===== src/rtl/cp0_exc_unit.sv =====
// cp0_exc_unit: MiniMIPS32 coprocessor-0 with exception/ERET/interrupt arbitration and fetch redirect.
// Define CP0_TIMER_IRQ_EN to add the Count==Compare timer interrupt (Cause.TI, folded into IP[7]).
module cp0_exc_unit #(
  parameter int          INT_NUM    = 6,
  parameter logic [31:0] EXC_VECTOR = 32'hBFC00380
) (
  input  logic               cpu_clk_75M,
  input  logic               cpu_rst_n,
  input  logic               we_i,
  input  logic [4:0]         waddr_i,
  input  logic [31:0]        wdata_i,
  input  logic               re_i,
  input  logic [4:0]         raddr_i,
  output logic [31:0]        rdata_o,
  input  logic [INT_NUM-1:0] int_i,
  input  logic [4:0]         exc_code_i,
  input  logic [31:0]        exc_epc_i,
  input  logic [31:0]        exc_badvaddr_i,
  input  logic               in_delay_i,
  output logic               flush_o,
  output logic               exc_jump_flag_o,
  output logic [31:0]        exc_jump_addr_o,
  output logic               int_req_o,
  output logic [31:0]        status_o,
  output logic [31:0]        cause_o,
  output logic [31:0]        epc_o,
  output logic [31:0]        count_o,
  output logic [31:0]        compare_o,
  output logic [31:0]        badvaddr_o
);
  localparam logic [4:0] EXC_NONE     = 5'h10;
  localparam logic [4:0] EXC_ERET     = 5'h11;
  localparam logic [4:0] REG_BADVADDR = 5'd8;
  localparam logic [4:0] REG_COUNT    = 5'd9;
  localparam logic [4:0] REG_COMPARE  = 5'd11;
  localparam logic [4:0] REG_STATUS   = 5'd12;
  localparam logic [4:0] REG_CAUSE    = 5'd13;
  localparam logic [4:0] REG_EPC      = 5'd14;

  logic [31:0] r_badvaddr, r_count, r_compare, r_epc, r_jump_addr;
  logic [7:0]  r_im;
  logic        r_exl, r_ie, r_bd, r_toggle, r_jump_flag;
  logic [5:0]  r_ip_hw;
  logic [1:0]  r_ip_sw;
  logic [4:0]  r_exccode;

  logic        w_exc, w_eret, w_wr, w_ti;
  logic [5:0]  w_int;
  logic [7:0]  w_ip;
  logic [31:0] w_status, w_cause, w_rview, w_wview, w_count_nxt;

  assign w_exc  = (exc_code_i != EXC_NONE) && (exc_code_i != EXC_ERET);
  assign w_eret = exc_code_i == EXC_ERET;
  // exception and ERET both take precedence over a concurrent MTC0
  assign w_wr   = we_i & ~w_exc & ~w_eret;
  assign w_int  = 6'(int_i);

  assign w_count_nxt = (w_wr && waddr_i == REG_COUNT) ? wdata_i : r_count + {31'b0, r_toggle};

`ifdef CP0_TIMER_IRQ_EN
  logic        r_ti;
  logic [31:0] w_compare_nxt;
  assign w_compare_nxt = (w_wr && waddr_i == REG_COMPARE) ? wdata_i : r_compare;
  always_ff @(posedge cpu_clk_75M or negedge cpu_rst_n)
    if (!cpu_rst_n)
      r_ti <= 1'b0;
    else
      r_ti <= (w_wr && waddr_i == REG_COMPARE) ? 1'b0 :
              r_ti | ((w_count_nxt == w_compare_nxt) && (w_compare_nxt != 32'd0));
  assign w_ti = r_ti;
`else
  assign w_ti = 1'b0;
`endif

  assign w_ip     = {r_ip_hw[5] | w_ti, r_ip_hw[4:0], r_ip_sw};
  assign w_status = {9'b0, 1'b1, 6'b0, r_im, 6'b0, r_exl, r_ie};
  assign w_cause  = {r_bd, w_ti, 14'b0, w_ip, 1'b0, r_exccode, 2'b0};

  assign w_rview = raddr_i == REG_BADVADDR ? r_badvaddr :
                   raddr_i == REG_COUNT    ? r_count    :
                   raddr_i == REG_COMPARE  ? r_compare  :
                   raddr_i == REG_STATUS   ? w_status   :
                   raddr_i == REG_CAUSE    ? w_cause    :
                   raddr_i == REG_EPC      ? r_epc      : 32'd0;

  // value the written register will read back once the write mask is applied
  assign w_wview = waddr_i == REG_STATUS   ? {9'b0, 1'b1, 6'b0, wdata_i[15:8], 6'b0, wdata_i[1:0]} :
                   waddr_i == REG_CAUSE    ? {w_cause[31:10], wdata_i[9:8], w_cause[7:0]} :
                   waddr_i == REG_COUNT    ? wdata_i :
                   waddr_i == REG_COMPARE  ? wdata_i :
                   waddr_i == REG_EPC      ? wdata_i :
                   waddr_i == REG_BADVADDR ? r_badvaddr : 32'd0;

  assign rdata_o = !re_i ? 32'd0 : (we_i && waddr_i == raddr_i) ? w_wview : w_rview;

  always_ff @(posedge cpu_clk_75M or negedge cpu_rst_n)
    if (!cpu_rst_n) begin
      r_badvaddr  <= '0;
      r_count     <= '0;
      r_compare   <= '0;
      r_epc       <= '0;
      r_jump_addr <= '0;
      r_jump_flag <= 1'b0;
      r_im        <= '0;
      r_exl       <= 1'b0;
      r_ie        <= 1'b0;
      r_bd        <= 1'b0;
      r_toggle    <= 1'b0;
      r_ip_hw     <= '0;
      r_ip_sw     <= '0;
      r_exccode   <= '0;
    end else begin
      r_toggle    <= (w_wr && waddr_i == REG_COUNT) ? 1'b0 : ~r_toggle;
      r_count     <= w_count_nxt;
      r_ip_hw     <= w_int;
      r_jump_flag <= w_exc | w_eret;
      r_jump_addr <= w_exc ? EXC_VECTOR : w_eret ? r_epc : 32'd0;
      if (w_wr && waddr_i == REG_COMPARE) r_compare <= wdata_i;
      if (w_wr && waddr_i == REG_CAUSE) r_ip_sw <= wdata_i[9:8];
      if (w_wr && waddr_i == REG_EPC) r_epc <= wdata_i;
      if (w_wr && waddr_i == REG_STATUS) begin
        r_im  <= wdata_i[15:8];
        r_exl <= wdata_i[1];
        r_ie  <= wdata_i[0];
      end
      if (w_exc) begin
        // nested exceptions keep the original return point
        if (!r_exl) begin
          r_epc <= in_delay_i ? exc_epc_i - 32'd4 : exc_epc_i;
          r_bd  <= in_delay_i;
        end
        r_exl     <= 1'b1;
        r_exccode <= exc_code_i;
        if (exc_code_i == 5'd4 || exc_code_i == 5'd5) r_badvaddr <= exc_badvaddr_i;
      end
      if (w_eret) r_exl <= 1'b0;
    end

  assign flush_o         = cpu_rst_n & (exc_code_i != EXC_NONE);
  assign exc_jump_flag_o = r_jump_flag;
  assign exc_jump_addr_o = r_jump_addr;
  assign int_req_o       = r_ie & ~r_exl & |(w_ip & r_im);
  assign status_o        = w_status;
  assign cause_o         = w_cause;
  assign epc_o           = r_epc;
  assign count_o         = r_count;
  assign compare_o       = r_compare;
  assign badvaddr_o      = r_badvaddr;
endmodule


===== config.mk =====
export PLATFORM = sky130hd
export DESIGN_NAME = cp0_exc_unit
export DESIGN_NICKNAME = d
export VERILOG_FILES = /design/src/rtl/cp0_exc_unit.sv
export SDC_FILE = /design/constraint.sdc
export NUM_CORES = 1
export LEC_CHECK = 0
export ABC_CLOCK_PERIOD_IN_PS = 2900
export CELL_PAD_IN_SITES_DETAIL_PLACEMENT = 1
export CELL_PAD_IN_SITES_GLOBAL_PLACEMENT = 1
export CORE_MARGIN = 1.5
export CORE_UTILIZATION = 30
export CTS_CLUSTER_SIZE = 28
export DETAILED_ROUTE_END_ITERATION = 10
export PLACE_DENSITY_LB_ADDON = 0.1
export RECOVER_POWER = 25
export SLEW_MARGIN = 20
export SYNTH_ARGS = -nofsm -noshare
export SYNTH_HDL_FRONTEND = slang
export SYNTH_SLANG_ARGS = --single-unit

===== constraint.sdc =====
create_clock -name cpu_clk_75M -period 2.9 [get_ports cpu_clk_75M]
set_clock_uncertainty 0.05 [all_clocks]
set_input_delay 0.58 -clock cpu_clk_75M [delete_from_list [all_inputs] [get_ports cpu_clk_75M]]
set_output_delay 0.58 -clock cpu_clk_75M [all_outputs]
set_load 0.005 [all_outputs]

==> impl_metrics.ini, run 1 <==
[outcome]
status = finished, violations left
violations = negative setup slack

[hold_path]
min_path_cells = 1
min_path_type = reg -> reg

[synthesis]
synth_area_sq_mm = 0.0112
synth_flop_cell = dfrtp_1
yosysWarnings = 0
synth_common_cells = dfrtp_1 (186), nand2_1 (123), o21ai_0 (97)
ys_top_cells_by_area = dfrtp_1 (42%), mux2_2 (7.5%), mux2i_1 (5.0%)
yosysTopAreaCellShare_pct = 41.6
synth_most_common_cell = dfrtp_1
synth_cell_types = 76
async_flop_share_pct = 100
yosysTopAreaCell = dfrtp_1
syn_avg_cell_area_sq_um = 9.57
synthCells = 1170
ys_seq_area_share_pct = 41.6
synth_seq_cells = 186
synth_edf_count = 0

[setup_path]
worst-path-max-fanout = 8
reg2reg_depth = 8
critPathArrivalTime_ns = 2.37
start_kind = primary input
required_ns = 2.27
cp_slowest_stage_delay_ns = 0.62
cp-end-kind = output pin
critPathSlowestCell = or4b_4
cp_cell_sequence = buf_6 -> or4b_4 -> nor2_4 -> buf_12 -> buf_8 -> buf_12 -> buf_6 -> a32oi_2 -> a21oi_2 -> buf_2
criticalPathCategory = in -> out

[job]
cap_violations = 0

[placement]
place_congestion = 0.944
port_buffers = 340
hpwl_mm = 43.3
dp.cells = 2079
pre_cts_slack_ns = -1.07

[drt]
drc_errors = 0
vias = 11540
wl_mm = 55.2
drt-wirelength-per-cell_um = 25.7
dr.pass1.iters = 6
ant_nets = 0
vias_per_cell = 5.37
first_iter_violations = 905

[finish]
instances_no_fill = 2148
nets = 1789
drive_gt1_share_pct = 27.5
area_growth_pct = 57.9

[pwr]
power.density_mw_per_mm2 = 470
ir_drop_v = 0.000434
clkPwrFrac_pct = 29.7
p_int_mw = 5.64
switching_power_mw = 2.67
total_power_mw = 8.31
pwr-share-seq_pct = 42.7
comb_power_share_pct = 27.6
swShare_pct = 32.1
p_leak_nw = 7.35

[grt]
grt_use_total_pct = 28.5
grt_start_max_net_pins = 97
grt_pass1_vias = 11684
antenna_found_initial = 2
grt_overflow = 0
grt_pass1_wl_mm = 80.4

[sta]
setup_slack_ns = -0.0978
finalHoldViolations = 0
whs_ns = 0.417
report.final.slew_viol_count = 0
worstMarginPinSlew_ns = 1.31
period_share_pct = 103
finalCriticalPeriod_ns = 3.00
slew_headroom_pct = 12.7
rsz0062_at_grt = yes
setup_viol = 19
max_freq_mhz = 334

[clock_tree]
htree_levels = 4
clock_sinks = 186
cts_tree = done
hold_buffers = 0
path_clk_slew_ns = 0.06
cts_buffers = 17
clkLatencyLatePin_ns = 0.45
clockRootBuffer = clkbuf_16
cts_max_path_buffers = 2

[floorplan]
fp-row-count = 70
io_pins = 381
die_area_sq_mm = 0.0385
die_y_um = 196
dieWidth_um = 196
core_area_sq_mm = 0.0367
start_util_pct = 30.5
## power by group through the flow
stage,combinational (mW),sequential [mW],clock [mW]
2_1_floorplan,0.699,3.35,0
3_3_place_gp,2.16,3.56,0
3_5_place_dp,2.20,3.56,0
4_1_cts,2.28,3.53,2.52
5_1_grt,2.45,3.60,2.62
6_report,2.29,3.55,2.47
## layout by cell type, fill, tap and decap left out, types with 5 or more instances in the layout
cell | synthesis | layout
a211o_1 | 15 | 15
a211oi_1 | 11 | 6
a211oi_2 | 0 | 5
a21oi_1 | 61 | 40
a21oi_2 | 0 | 19
a221oi_1 | 12 | 5
a221oi_2 | 0 | 7
a22o_1 | 9 | 9
a22oi_1 | 22 | 22
a31oi_1 | 6 | 5
a32oi_1 | 20 | 12
a32oi_2 | 0 | 8
and2_1 | 22 | 20
and3_1 | 28 | 28
buf_12 | 0 | 19
buf_2 | 30 | 29
buf_4 | 46 | 167
buf_6 | 2 | 36
buf_8 | 0 | 6
clkbuf_16 | 0 | 17
clkdlybuf4s50_1 | 0 | 289
conb_1 | 2 | 40
dfrtp_1 | 186 | 186
dlygate4sd3_1 | 0 | 7
inv_1 | 13 | 13
mux2_1 | 5 | 5
mux2_2 | 75 | 75
mux2i_1 | 56 | 55
nand2_1 | 123 | 122
nand2b_1 | 10 | 9
nand3_1 | 38 | 38
nand4_1 | 8 | 8
nor2_1 | 31 | 28
nor3_1 | 26 | 25
nor4_1 | 19 | 19
o21ai_0 | 97 | 82
o21ai_1 | 6 | 21
xnor2_1 | 54 | 49
xnor2_2 | 0 | 5
xor2_1 | 8 | 8
## stage by stage
stage | utilization [%] | cell area [sq um] | TNS, ns
after CTS | 47.7 | 17500 | -0.821
final | 48.2 | 17700 | -0.896
after detailed placement | 44.4 | 16300 | -32.59
after floorplan | - | 11300 | 0
after global routing | 48.2 | 17700 | -2.51
after global placement | 44.4 | 16300 | -31.08
## worst paths after layout
kind / end / slack (ns) / startpoint
worst max-delay path: rdata_o[21] / -0.1 / raddr_i[4]
worst min-delay path: r_toggle$_DFF_PN0_ / 0.42 / r_toggle$_DFF_PN0_
worst max register to register: count_o[26]$_DFF_PN0_ / 0.68 / count_o[0]$_DFF_PN0_
worst min register to register: r_toggle$_DFF_PN0_ / 0.42 / r_toggle$_DFF_PN0_
max in group asynchronous: compare_o[28]$_DFFE_PN0P_ / 0.73 / cpu_rst_n
min in group asynchronous: exc_jump_addr_o[6]$_DFF_PN0_ / 0.53 / cpu_rst_n
## area by class of cell
type | instances | area, sq um
fill | 4080 | 19000
multi-input combinational | 881 | 6410
timing repair buffer | 564 | 5380
sequential | 186 | 4650
tap | 468 | 586
clock buffer | 19 | 433
clock inverter | 13 | 166
inverter | 14 | 52.6
antenna | 3 | 7.51
## registers in the layout, summed over array words and instances, names as in the netlist, 2 cells and up
signal and count:
compare_o 32, badvaddr_o 32, epc_o 32, r_ip_sw 2, r_exccode 5, count_o 32
r_im 8, exc_jump_addr_o 32, r_ip_hw 6
## worst max-delay path: cells and delay by family
family | cells | cell delay [ns]
buffers and inverters | 6 | 0.70
AND/OR/NAND/NOR | 2 | 0.79
AO/OA/AOI/OAI | 2 | 0.28
## layer usage
layer / part of all wire (%) / GRT usage [%] / wire, um
met1: 46 / 40.6 / 25200
met5: 0 / 0 / 0
met3: 7.9 / 6.77 / 4390
met2: 44 / 43.1 / 24500
met4: 1.9 / 7.49 / 1060
## kinds of logic (layout without fill, tap and decap cells)
| kind of cell | Yosys count | after routing | share of synthesized area, % |
|---|---|---|---|
| compound gates | 290 | 290 | 16.6 |
| flops | 186 | 186 | 41.6 |
| buf+inv | 141 | 610 | 6.74 |
| fa+ha+maj | 3 | 3 | 0.335 |
| simple gates | 350 | 350 | 16.8 |
| other cells | 2 | 43 | 0.0670 |
| xor+xnor | 62 | 62 | 4.85 |
| mux | 136 | 136 | 13.0 |
## repair_timing
item / in CTS / in global routing
pin swaps: 48 / 38
cloned: 5 / 0
gates resized for setup: 271 / 58
endpoints found under the setup margin: 32 / 32
setup buffers: 27 / 6
Power figures use the tool's default switching activity.
==> run 2, diff against run 1 <==
--- a/config.mk
+++ b/config.mk
@@ -9,5 +9,5 @@
 export CELL_PAD_IN_SITES_DETAIL_PLACEMENT = 1
 export CELL_PAD_IN_SITES_GLOBAL_PLACEMENT = 1
-export CORE_MARGIN = 1.5
+export CORE_MARGIN = 5
 export CORE_UTILIZATION = 30
 export CTS_CLUSTER_SIZE = 28
--- a/constraint.sdc
+++ b/constraint.sdc
@@ -3,3 +3,3 @@
 set_input_delay 0.58 -clock cpu_clk_75M [delete_from_list [all_inputs] [get_ports cpu_clk_75M]]
 set_output_delay 0.58 -clock cpu_clk_75M [all_outputs]
-set_load 0.005 [all_outputs]
+set_load 0.02 [all_outputs]
==> run 2 against run 1 <==
Effect of this change: the run ends with max-capacitance violations, max-slew violations, negative setup slack left; largest power group unchanged; sequential power barely moved; worst hold slack got worse by 0.036 ns; die area rose by 7.3%; count of clock-buffer cells in the layout did not move.
==> impl_metrics.ini, run 2 (synthesis gave the netlist of run 1 again) <==
[setup_path]
cp-end-kind = output pin
critPathArrivalTime_ns = 2.42
required_ns = 2.27
start_kind = primary input
worst-path-max-fanout = 5
criticalPathCategory = in -> out

[pwr]
power.density_mw_per_mm2 = 489
ir_drop_v = 0.000397
p_leak_nw = 7.38

[outcome]
violations = max-capacitance violations, max-slew violations, negative setup slack
status = finished, violations left

[placement]
place_congestion = 0.953
hpwl_mm = 45.0
placed_area_sq_mm = 0.0163
port_buffers = 340
dp.cells = 2085

[drt]
ant_nets = 0
vias = 11352
vias_per_cell = 5.27
drt-wirelength-per-cell_um = 26.2
dr.pass1.iters = 5
wl_mm = 56.5
drc_errors = 0
first_iter_violations = 883

[finish]
drive_gt1_share_pct = 29.2
instances_no_fill = 2155
final_cell_mix = clkdlybuf4s50_1 (288), buf_4 (197), dfrtp_1 (186)
nets = 1798
final_core_util_pct = 48.8
layout_commonest_cell = clkdlybuf4s50_1
design_area_sq_mm = 0.0179
area_growth_pct = 59.8

[clock_tree]
hold_buffers = 0
cts_buffers = 17
htree_levels = 4
cts_max_path_buffers = 2
clock_sinks = 186
cts_tree = done
clkLatencyLatePin_ns = 0.45
clockRootBuffer = clkbuf_16
path_clk_slew_ns = 0.07

[sta]
max_freq_mhz = 328
finalCriticalPeriod_ns = 3.05
report.final.slew_viol_count = 188
whs_ns = 0.381
rsz0062_at_grt = yes
finalHoldViolations = 0
slew_headroom_pct = -21.2
setup_slack_ns = -0.148
worstMarginPinSlew_ns = 1.82
period_share_pct = 105
setup_viol = 24

[floorplan]
dieWidth_um = 203
io_pins = 381
fp-row-count = 70
die_area_sq_mm = 0.0413
die_y_um = 203
start_util_pct = 30.5
core_area_sq_mm = 0.0367

[job]
cap_violations = 2

[grt]
grt_overflow = 0
grt_use_total_pct = 26.5
antenna_found_initial = 2
grt_pass1_vias = 11848
grt_start_max_net_pins = 120
grt_pass1_wl_mm = 82.0

[hold_path]
min_path_type = reg -> reg
==> run 2: cell count changes in the layout (fill, tap and decap cells not counted), moves of 5 or more <==
cell and delta:
buf_4 +30, buf_2 -20, a21oi_2 +7, o21ai_0 +7
o21ai_1 -7, a21oi_1 -6, a32oi_1 -5
==> run 2: final timing paths <==
| path | startpoint | endpoint | slack (ns) | cells after the start |
|---|---|---|---|---|
| setup / recovery | raddr_i[3] | rdata_o[1] | -0.15 | 9 |
| hold / removal | r_toggle$_DFF_PN0_ | r_toggle$_DFF_PN0_ | 0.38 | 1 |
| setup reg to reg | count_o[0]$_DFF_PN0_ | count_o[31]$_DFF_PN0_ | 0.65 | 6 |
| hold reg to reg | r_toggle$_DFF_PN0_ | r_toggle$_DFF_PN0_ | 0.38 | 1 |
| max in group asynchronous | cpu_rst_n | compare_o[21]$_DFFE_PN0P_ | 0.92 | 2 |
| min in group asynchronous | cpu_rst_n | epc_o[3]$_DFF_PN0_ | 0.70 | 2 |
==> run 2: per-stage QoR <==
| step | TNS (ns) | worst slack, ns | total power [mW] |
|---|---|---|---|
| floorplan | 0 | 0.0347 | 4.50 |
| global placement | -26.99 | -0.964 | 6.20 |
| detailed placement | -28.25 | -1.00 | 6.23 |
| CTS | -0.804 | -0.119 | 8.77 |
| global route | -3.28 | -0.205 | 9.13 |
| finish | -1.38 | -0.148 | 8.75 |
==> run 2: critical path: stages <==
cell and delay [ns]:
buf_6 0.10, buf_6 0.12, buf_6 0.11, and4bb_2 0.26, and2_4 0.16, buf_6 0.12, a222oi_1 0.63, a211oi_4 0.16
buf_6 0.18
==> run 2: metal layers <==
layer | vias to the layer above | routed length [um] | track usage, % | part of all wire, %
li1 | 5185 | - | - | -
met1 | 5735 | 26400 | 38.8 | 47
met2 | 383 | 25200 | 40.3 | 45
met3 | 47 | 3810 | 5.71 | 6.7
met4 | 2 | 999 | 6.09 | 1.8
met5 | - | 12 | 0 | 0.021
==> run 2: cell type report <==
cell class,count,area [sq um]
flip-flops and latches,186,4650
inverters,14,52.6
fillers,4070,18800
clock buffers,19,443
clock inverters,13,140
repair buffers,573,5450
well taps,468,586
multi-input cells,881,6580
diodes,1,2.50
==> run 2: what timing repair did <==
item	CTS	global route
pin swaps	44	29
endpoints found under the setup margin	33	34
buffers inserted	32	6
resized for setup	278	87
cloned	2	0
==> run 2: where the power goes <==
part / internal, mW / leakage [nW] / switching [mW] / total (mW)
registers: 2.94 / 2.34 / 0.605 / 3.54
clock network: 1.30 / 0.288 / 1.11 / 2.42
logic: 1.35 / 4.76 / 1.44 / 2.79
total: 5.59 / 7.38 / 3.16 / 8.75
==> run 3, diff against run 2 <==
Settings changed: SLEW_MARGIN 20 to unset.
==> results of run 3 <==
Final layout, timing and power as in run 2 (identical DEF).
